[src/rtl/pong_pkg.sv]
// pong_pkg: shared FSM encoding, reset ball position, net geometry and score helper
package pong_pkg;
  typedef enum logic [1:0] {SERVE = 2'd0, PLAY = 2'd1, POINT = 2'd2} state_t;
  localparam logic [9:0] BALL_X0 = 10'd316;
  localparam logic [9:0] BALL_Y0 = 10'd236;
  localparam logic [9:0] NET_X_LO = 10'd318;
  localparam logic [9:0] NET_X_HI = 10'd321;
  localparam int NET_DASH_BIT = 4;
  function automatic logic [3:0] bcd_inc(input logic [3:0] d);
    return d >= 4'd9 ? 4'd0 : d + 4'd1;
  endfunction
endpackage

[src/rtl/pong_render.sv]
// pong_render: ball/paddle/net box tests with aligned, registered pixel and video enable
module pong_render
  import pong_pkg::*;
#(
  parameter int BALL   = 8,
  parameter int PAD_W  = 8,
  parameter int PAD_H  = 64,
  parameter int PAD_LX = 16,
  parameter int PAD_RX = 616
) (
  input  logic       px_clk,
  input  logic       reset_n,
  input  logic [9:0] x_px,
  input  logic [9:0] y_px,
  input  logic       activevideo,
  input  logic [9:0] ball_x,
  input  logic [9:0] ball_y,
  input  logic [9:0] lpad,
  input  logic [9:0] rpad,
  output logic       pix_on,
  output logic       video_en
);
  localparam logic [10:0] B  = 11'(BALL);
  localparam logic [10:0] PW = 11'(PAD_W);
  localparam logic [10:0] PH = 11'(PAD_H);
  localparam logic [10:0] LX = 11'(PAD_LX);
  localparam logic [10:0] RX = 11'(PAD_RX);
  logic [10:0] x, y, bx, by, lp, rp;
  logic act_d, hit;
  assign x  = {1'b0, x_px};
  assign y  = {1'b0, y_px};
  assign bx = {1'b0, ball_x};
  assign by = {1'b0, ball_y};
  assign lp = {1'b0, lpad};
  assign rp = {1'b0, rpad};
  always_comb
    hit = (x >= bx && x < bx + B && y >= by && y < by + B) ||
          (x >= LX && x < LX + PW && y >= lp && y < lp + PH) ||
          (x >= RX && x < RX + PW && y >= rp && y < rp + PH) ||
          (x_px >= NET_X_LO && x_px <= NET_X_HI && !y_px[NET_DASH_BIT]);
  always_ff @(posedge px_clk or negedge reset_n)
    if (!reset_n) begin
      act_d    <= 1'b0;
      video_en <= 1'b0;
      pix_on   <= 1'b0;
    end else begin
      act_d    <= activevideo;
      video_en <= act_d;
      pix_on   <= act_d & hit;
    end
endmodule

[src/rtl/pong_engine.sv]
// pong_engine: per-frame ball physics, serve/play/point FSM, scores and pixel render
module pong_engine
  import pong_pkg::*;
#(
  parameter int H_ACTIVE     = 640,
  parameter int V_ACTIVE     = 480,
  parameter int BALL         = 8,
  parameter int PAD_W        = 8,
  parameter int PAD_H        = 64,
  parameter int PAD_LX       = 16,
  parameter int PAD_RX       = 616,
  parameter int SPEED        = 2,
  parameter int SERVE_FRAMES = 60
) (
  input  logic       px_clk,
  input  logic       reset_n,
  input  logic [9:0] x_px,
  input  logic [9:0] y_px,
  input  logic       activevideo,
  input  logic       vsync,
  input  logic [9:0] lpad_y,
  input  logic [9:0] rpad_y,
  output logic       pix_on,
  output logic       video_en,
  output logic [3:0] score_l,
  output logic [3:0] score_r,
  output logic [9:0] ball_x,
  output logic [9:0] ball_y,
  output logic [1:0] state
);
  localparam int CW = $clog2(SERVE_FRAMES + 1);
  localparam logic [10:0] B  = 11'(BALL);
  localparam logic [10:0] SP = 11'(SPEED);
  localparam logic [10:0] HA = 11'(H_ACTIVE);
  localparam logic [10:0] VA = 11'(V_ACTIVE);
  localparam logic [10:0] PH = 11'(PAD_H);
  localparam logic [10:0] LF = 11'(PAD_LX + PAD_W);
  localparam logic [10:0] RF = 11'(PAD_RX);
  localparam logic [9:0] PMAX  = 10'(V_ACTIVE - PAD_H);
  localparam logic [9:0] X_LF  = 10'(PAD_LX + PAD_W);
  localparam logic [9:0] X_RS  = 10'(PAD_RX - BALL);
  localparam logic [9:0] Y_BOT = 10'(V_ACTIVE - BALL);
  localparam logic [9:0] S10   = 10'(SPEED);
  state_t st, st_nxt;
  logic vsync_q, tick, dx, dy, scorer, dx_n, dy_n, scorer_n;
  logic [CW-1:0] cnt, cnt_n;
  logic [9:0] ball_x_n, ball_y_n, lpad_c, rpad_c, lpad_r, rpad_r, lpad_n, rpad_n, x_mv, y_mv;
  logic [3:0] score_l_n, score_r_n;
  logic [10:0] bx, by, lp, rp;
  logic serve_done, goal_l, goal_r, hit_l, hit_r, wall_t, wall_b;
  assign tick   = vsync_q & ~vsync;
  assign lpad_c = lpad_y > PMAX ? PMAX : lpad_y;
  assign rpad_c = rpad_y > PMAX ? PMAX : rpad_y;
  assign bx = {1'b0, ball_x};
  assign by = {1'b0, ball_y};
  assign lp = {1'b0, lpad_c};
  assign rp = {1'b0, rpad_c};
  assign state = st;
  always_comb begin
    serve_done = cnt == CW'(SERVE_FRAMES - 1);
    goal_l = !dx && bx < SP;
    goal_r = dx && bx + B + SP > HA;
    hit_l  = !dx && bx >= LF && bx - SP < LF && by + B > lp && by < lp + PH;
    hit_r  = dx && bx + B <= RF && bx + B + SP > RF && by + B > rp && by < rp + PH;
    wall_t = !dy && by < SP;
    wall_b = dy && by + B + SP > VA;
    x_mv = hit_l ? X_LF : hit_r ? X_RS : dx ? ball_x + S10 : ball_x - S10;
    y_mv = wall_t ? 10'd0 : wall_b ? Y_BOT : dy ? ball_y + S10 : ball_y - S10;
  end
  always_ff @(posedge px_clk or negedge reset_n)
    if (!reset_n) st <= SERVE;
    else st <= st_nxt;
  always_comb
    st_nxt = !tick ? st :
             st == SERVE ? (serve_done ? PLAY : SERVE) :
             st == PLAY  ? ((goal_l || goal_r) ? POINT : PLAY) : SERVE;
  always_comb begin
    cnt_n = cnt;
    ball_x_n = ball_x;
    ball_y_n = ball_y;
    dx_n = dx;
    dy_n = dy;
    scorer_n = scorer;
    score_l_n = score_l;
    score_r_n = score_r;
    lpad_n = lpad_r;
    rpad_n = rpad_r;
    if (tick) begin
      lpad_n = lpad_c;
      rpad_n = rpad_c;
      if (st == SERVE) cnt_n = serve_done ? '0 : cnt + 1'b1;
      else if (st == PLAY) begin
        if (goal_l || goal_r) scorer_n = goal_r;
        else begin
          ball_x_n = x_mv;
          ball_y_n = y_mv;
          dx_n = dx ^ (hit_l | hit_r);
          dy_n = dy ^ (wall_t | wall_b);
        end
      end else if (st == POINT) begin
        score_l_n = scorer ? bcd_inc(score_l) : score_l;
        score_r_n = scorer ? score_r : bcd_inc(score_r);
        ball_x_n = BALL_X0;
        ball_y_n = BALL_Y0;
        dx_n = scorer;
      end
    end
  end
  always_ff @(posedge px_clk or negedge reset_n)
    if (!reset_n) begin
      vsync_q <= 1'b1;
      cnt     <= '0;
      ball_x  <= BALL_X0;
      ball_y  <= BALL_Y0;
      dx      <= 1'b1;
      dy      <= 1'b1;
      scorer  <= 1'b0;
      score_l <= '0;
      score_r <= '0;
      lpad_r  <= '0;
      rpad_r  <= '0;
    end else begin
      vsync_q <= vsync;
      cnt     <= cnt_n;
      ball_x  <= ball_x_n;
      ball_y  <= ball_y_n;
      dx      <= dx_n;
      dy      <= dy_n;
      scorer  <= scorer_n;
      score_l <= score_l_n;
      score_r <= score_r_n;
      lpad_r  <= lpad_n;
      rpad_r  <= rpad_n;
    end
  pong_render #(
    .BALL(BALL), .PAD_W(PAD_W), .PAD_H(PAD_H), .PAD_LX(PAD_LX), .PAD_RX(PAD_RX)
  ) u_render (
    .px_clk(px_clk),
    .reset_n(reset_n),
    .x_px(x_px),
    .y_px(y_px),
    .activevideo(activevideo),
    .ball_x(ball_x),
    .ball_y(ball_y),
    .lpad(lpad_r),
    .rpad(rpad_r),
    .pix_on(pix_on),
    .video_en(video_en)
  );
endmodule

[config.mk]
export PLATFORM = sky130hd
export DESIGN_NAME = pong_engine
export DESIGN_NICKNAME = d
export VERILOG_FILES = /design/src/rtl/pong_pkg.sv /design/src/rtl/pong_render.sv /design/src/rtl/pong_engine.sv
export SDC_FILE = /design/constraint.sdc
export NUM_CORES = 1
export LEC_CHECK = 0
export CELL_PAD_IN_SITES_DETAIL_PLACEMENT = 0
export CELL_PAD_IN_SITES_GLOBAL_PLACEMENT = 1
export CORE_MARGIN = 2
export CORE_UTILIZATION = 38
export CTS_CLUSTER_SIZE = 12
export DETAILED_ROUTE_END_ITERATION = 6
export PLACE_DENSITY = 0.83
export SYNTH_ARGS = -nofsm -noshare
export SYNTH_HDL_FRONTEND = slang
export SYNTH_SLANG_ARGS = --single-unit
[constraint.sdc]
create_clock -name px_clk -period 3.5 [get_ports px_clk]
set_input_delay 0.35 -clock px_clk [delete_from_list [all_inputs] [get_ports px_clk]]
set_output_delay 0.35 -clock px_clk [all_outputs]
set_load 0.05 [all_outputs]
==> results_dict.tcl <==
set metrics [dict create \
    status "finished, final reports clean" \
    cap_violations 0 \
    antenna_cells 0 \
    cts_sinks 61 \
    path_max_fanout 9 \
    seq_area_frac_synth_pct 23.7 \
    syn2layout_area_growth_pct 29.5 \
    hold_viol 0 \
    r2r_start "ball_x[3]" \
    die_x_um 135 \
    antenna_found_initial 0 \
    drive_gt1_share_pct 14.1 \
    r2r_slack_ns 0.05 \
    synth_largest_area_cell "ha_1" \
    fmax_ghz 0.290 \
    first_pass_iters 5 \
    instances_no_fill 1167 \
    crit_path_start "ball_x[3]" \
    end_kind "flip-flop" \
    fin_area_um2 8440 \
    finalCritPeriodShare_pct 98.6 \
    clk_pin_slew_ns 0.06 \
    hold_class "input port to async pin" \
    vdd_drop_max_mv 0.213 \
    crit_arrival_ns 3.73 \
    io_buffers 72 \
    worstSetupStartpointType "flip-flop" \
    total_power_mw 2.19 \
    fin_crit_ns 3.45 \
    drc_errors 0 \
    cp_data_required_time_ns 3.78 \
    place.detailed.hpwl_um 15500 \
    grt-ovfl-total 0 \
    synthDistinctLibCells 74 \
    coreArea_um2 16700 \
    nNetsFinal 1097 \
    critPathKind "flip-flop to flip-flop" \
    std_cell_rows 47 \
    rsz0062_at_grt "true" \
    dp.cells 1141 \
    synthFlopType "dfrtp_1" \
    vias 6554 \
    hold_buffers 0 \
    dp_slack_ns -0.555 \
    wl_um 19900 \
    synth_warnings 0 \
    dpl_cell_area_um2 7960 \
    grt_max_degree 62 \
    ys_ff_latch 61 \
    slew_headroom_pct 33.2 \
    ff2ff_path_depth 13 \
    root_buffer "clkbuf_16" \
    cts_tree "yes" \
    grt_pass1_wl_um 31900 \
    ant_nets 0 \
    avgSynthCellArea_um2 8.10 \
    via_per_inst 5.62 \
    yosysMostFrequentCell "ha_1" \
    grt_pass1_vias 6133 \
    reg2reg_to "dx" \
    worstSetupEndpoint "dx" \
    tightest_slew_ns 1.00 \
    cellPowerDensity_nw_per_um2 259 \
    cts_max_path_buffers 2 \
    synth_top_area_share_pct 21.3 \
    htree_num_levels 3 \
    wl_per_cell_um 17.0 \
    synth_edf_count 0 \
    die_h_um 135 \
    globalplace.congestion 0.909 \
    dieArea_um2 18200 \
    synth.area.top_cells "ha_1 (21%), dfrtp_1 (18%), dfstp_2 (5.2%)" \
    cts_buffers 9 \
    setup_viol 0 \
    final_max_slew_viol_count 0 \
    grtUsageTotal_pct 22.3 \
    setup_ws_ns 0.0504 \
    synth_commonest_cells "ha_1 (111), nand2_1 (79), o21ai_0 (67)" \
    synth_cells 805 \
    syn-cell-area_um2 6520 \
    finClkSkew_ns 0.0102 \
    start_util_pct 39.0 \
    io_pins 76 \
    async_reset_ff_share_pct 100 \
    insertion_delay_ns 0.35 \
    drtIter0Drc 325 \
    leakagePower_nw 3.74 \
]
[worst max-delay path: stages (launching register included)]
cell,delay [ns]
dfstp_4,0.68
inv_8,0.07
ha_4,0.27
inv_2,0.04
or4_4,0.56
buf_4,0.16
o31ai_2,0.19
nand2_1,0.14
o32ai_2,0.14
buf_4,0.18
nor2_1,0.05
a221o_1,0.39
a31o_1,0.23
a211o_1,0.28
[repair_timing]
action | CTS | global route
setup buffers | 1 | 8
pin swaps | 1 | 7
cloned | 0 | 1
gates resized for setup | 2 | 19
setup endpoints to repair | 7 | 21
[sequential cells by signal (all words and copies together), names as in the netlist, 2 cells and up]
name     flops
state        2
score_r      4
rpad_r      10
ball_y       9
score_l      4
lpad_r      10
ball_x       9
cnt          6
[kinds of logic after synthesis]
family	count (synthesis)	synth area share [%]
flip-flops	61	23.7
XOR/XNOR	25	3.36
AO/OA/AOI/OAI	251	25.3
adder cells (fa/ha/maj)	112	21.5
other	2	0.115
buffers and inverters	94	5.74
multiplexers	6	0.979
AND/OR/NAND/NOR	254	19.4
[routing by layer]
layer  GRT usage (%)  routed length, um  up-vias
met3            4.02                956       26
met4            7.23                399        0
met5               0                  0        -
li1                -                  -     3278
met1            30.6               9310     3100
met2            35.7               9190      150
[stage by stage]
stage                     hold slack [ns]  utilization [%]  TNS (ns)
after floorplan                    0.0544                -    -0.143
after global placement              0.370             47.7     -4.11
after detailed placement            0.372             47.7     -4.11
after CTS                           0.219             49.6         0
after global routing                0.245             50.6    -0.102
final                               0.169             50.6         0
[layout by cell type (no fill, tap or decap), types with 19 or more instances in the layout]
cell type        instances
ha_1                   110
nand2_1                 79
buf_4                   78
clkdlybuf4s50_1         71
o21ai_0                 67
inv_1                   60
a21oi_1                 51
dfrtp_1                 48
nor2_1                  38
nand3_1                 34
nor3_1                  20
xnor2_1                 19
nand4_1                 19
[power breakdown]
group          internal (mW)  leakage, nW  switching (mW)
Clock                  0.572        0.138           0.349
Sequential             0.761        0.734          0.0521
Combinational          0.214         2.87           0.238
[how the worst min path moves through the flow]
stage	cells after the start	slack, ns	endpoint
finish	2	0.17	lpad_r[3]
global route	2	0.25	lpad_r[3]
global placement	0	0.37	u_render.video_en
detailed placement	0	0.37	u_render.video_en
CTS	2	0.22	rpad_r[2]
floorplan	0	0.05	ball_x[1]
[cell type report]
| cell class | instances | area (um^2) |
|---|---|---|
| Sequential cell | 61 | 1550 |
| Tap cell | 220 | 275 |
| Fill cell | 1626 | 8260 |
| Timing Repair Buffer | 153 | 1330 |
| Multi-Input combinational cell | 654 | 4740 |
| Clock inverter | 5 | 61.3 |
| Inverter | 63 | 244 |
| Clock buffer | 11 | 243 |
No activity file was read; power rests on OpenSTA's default activity.
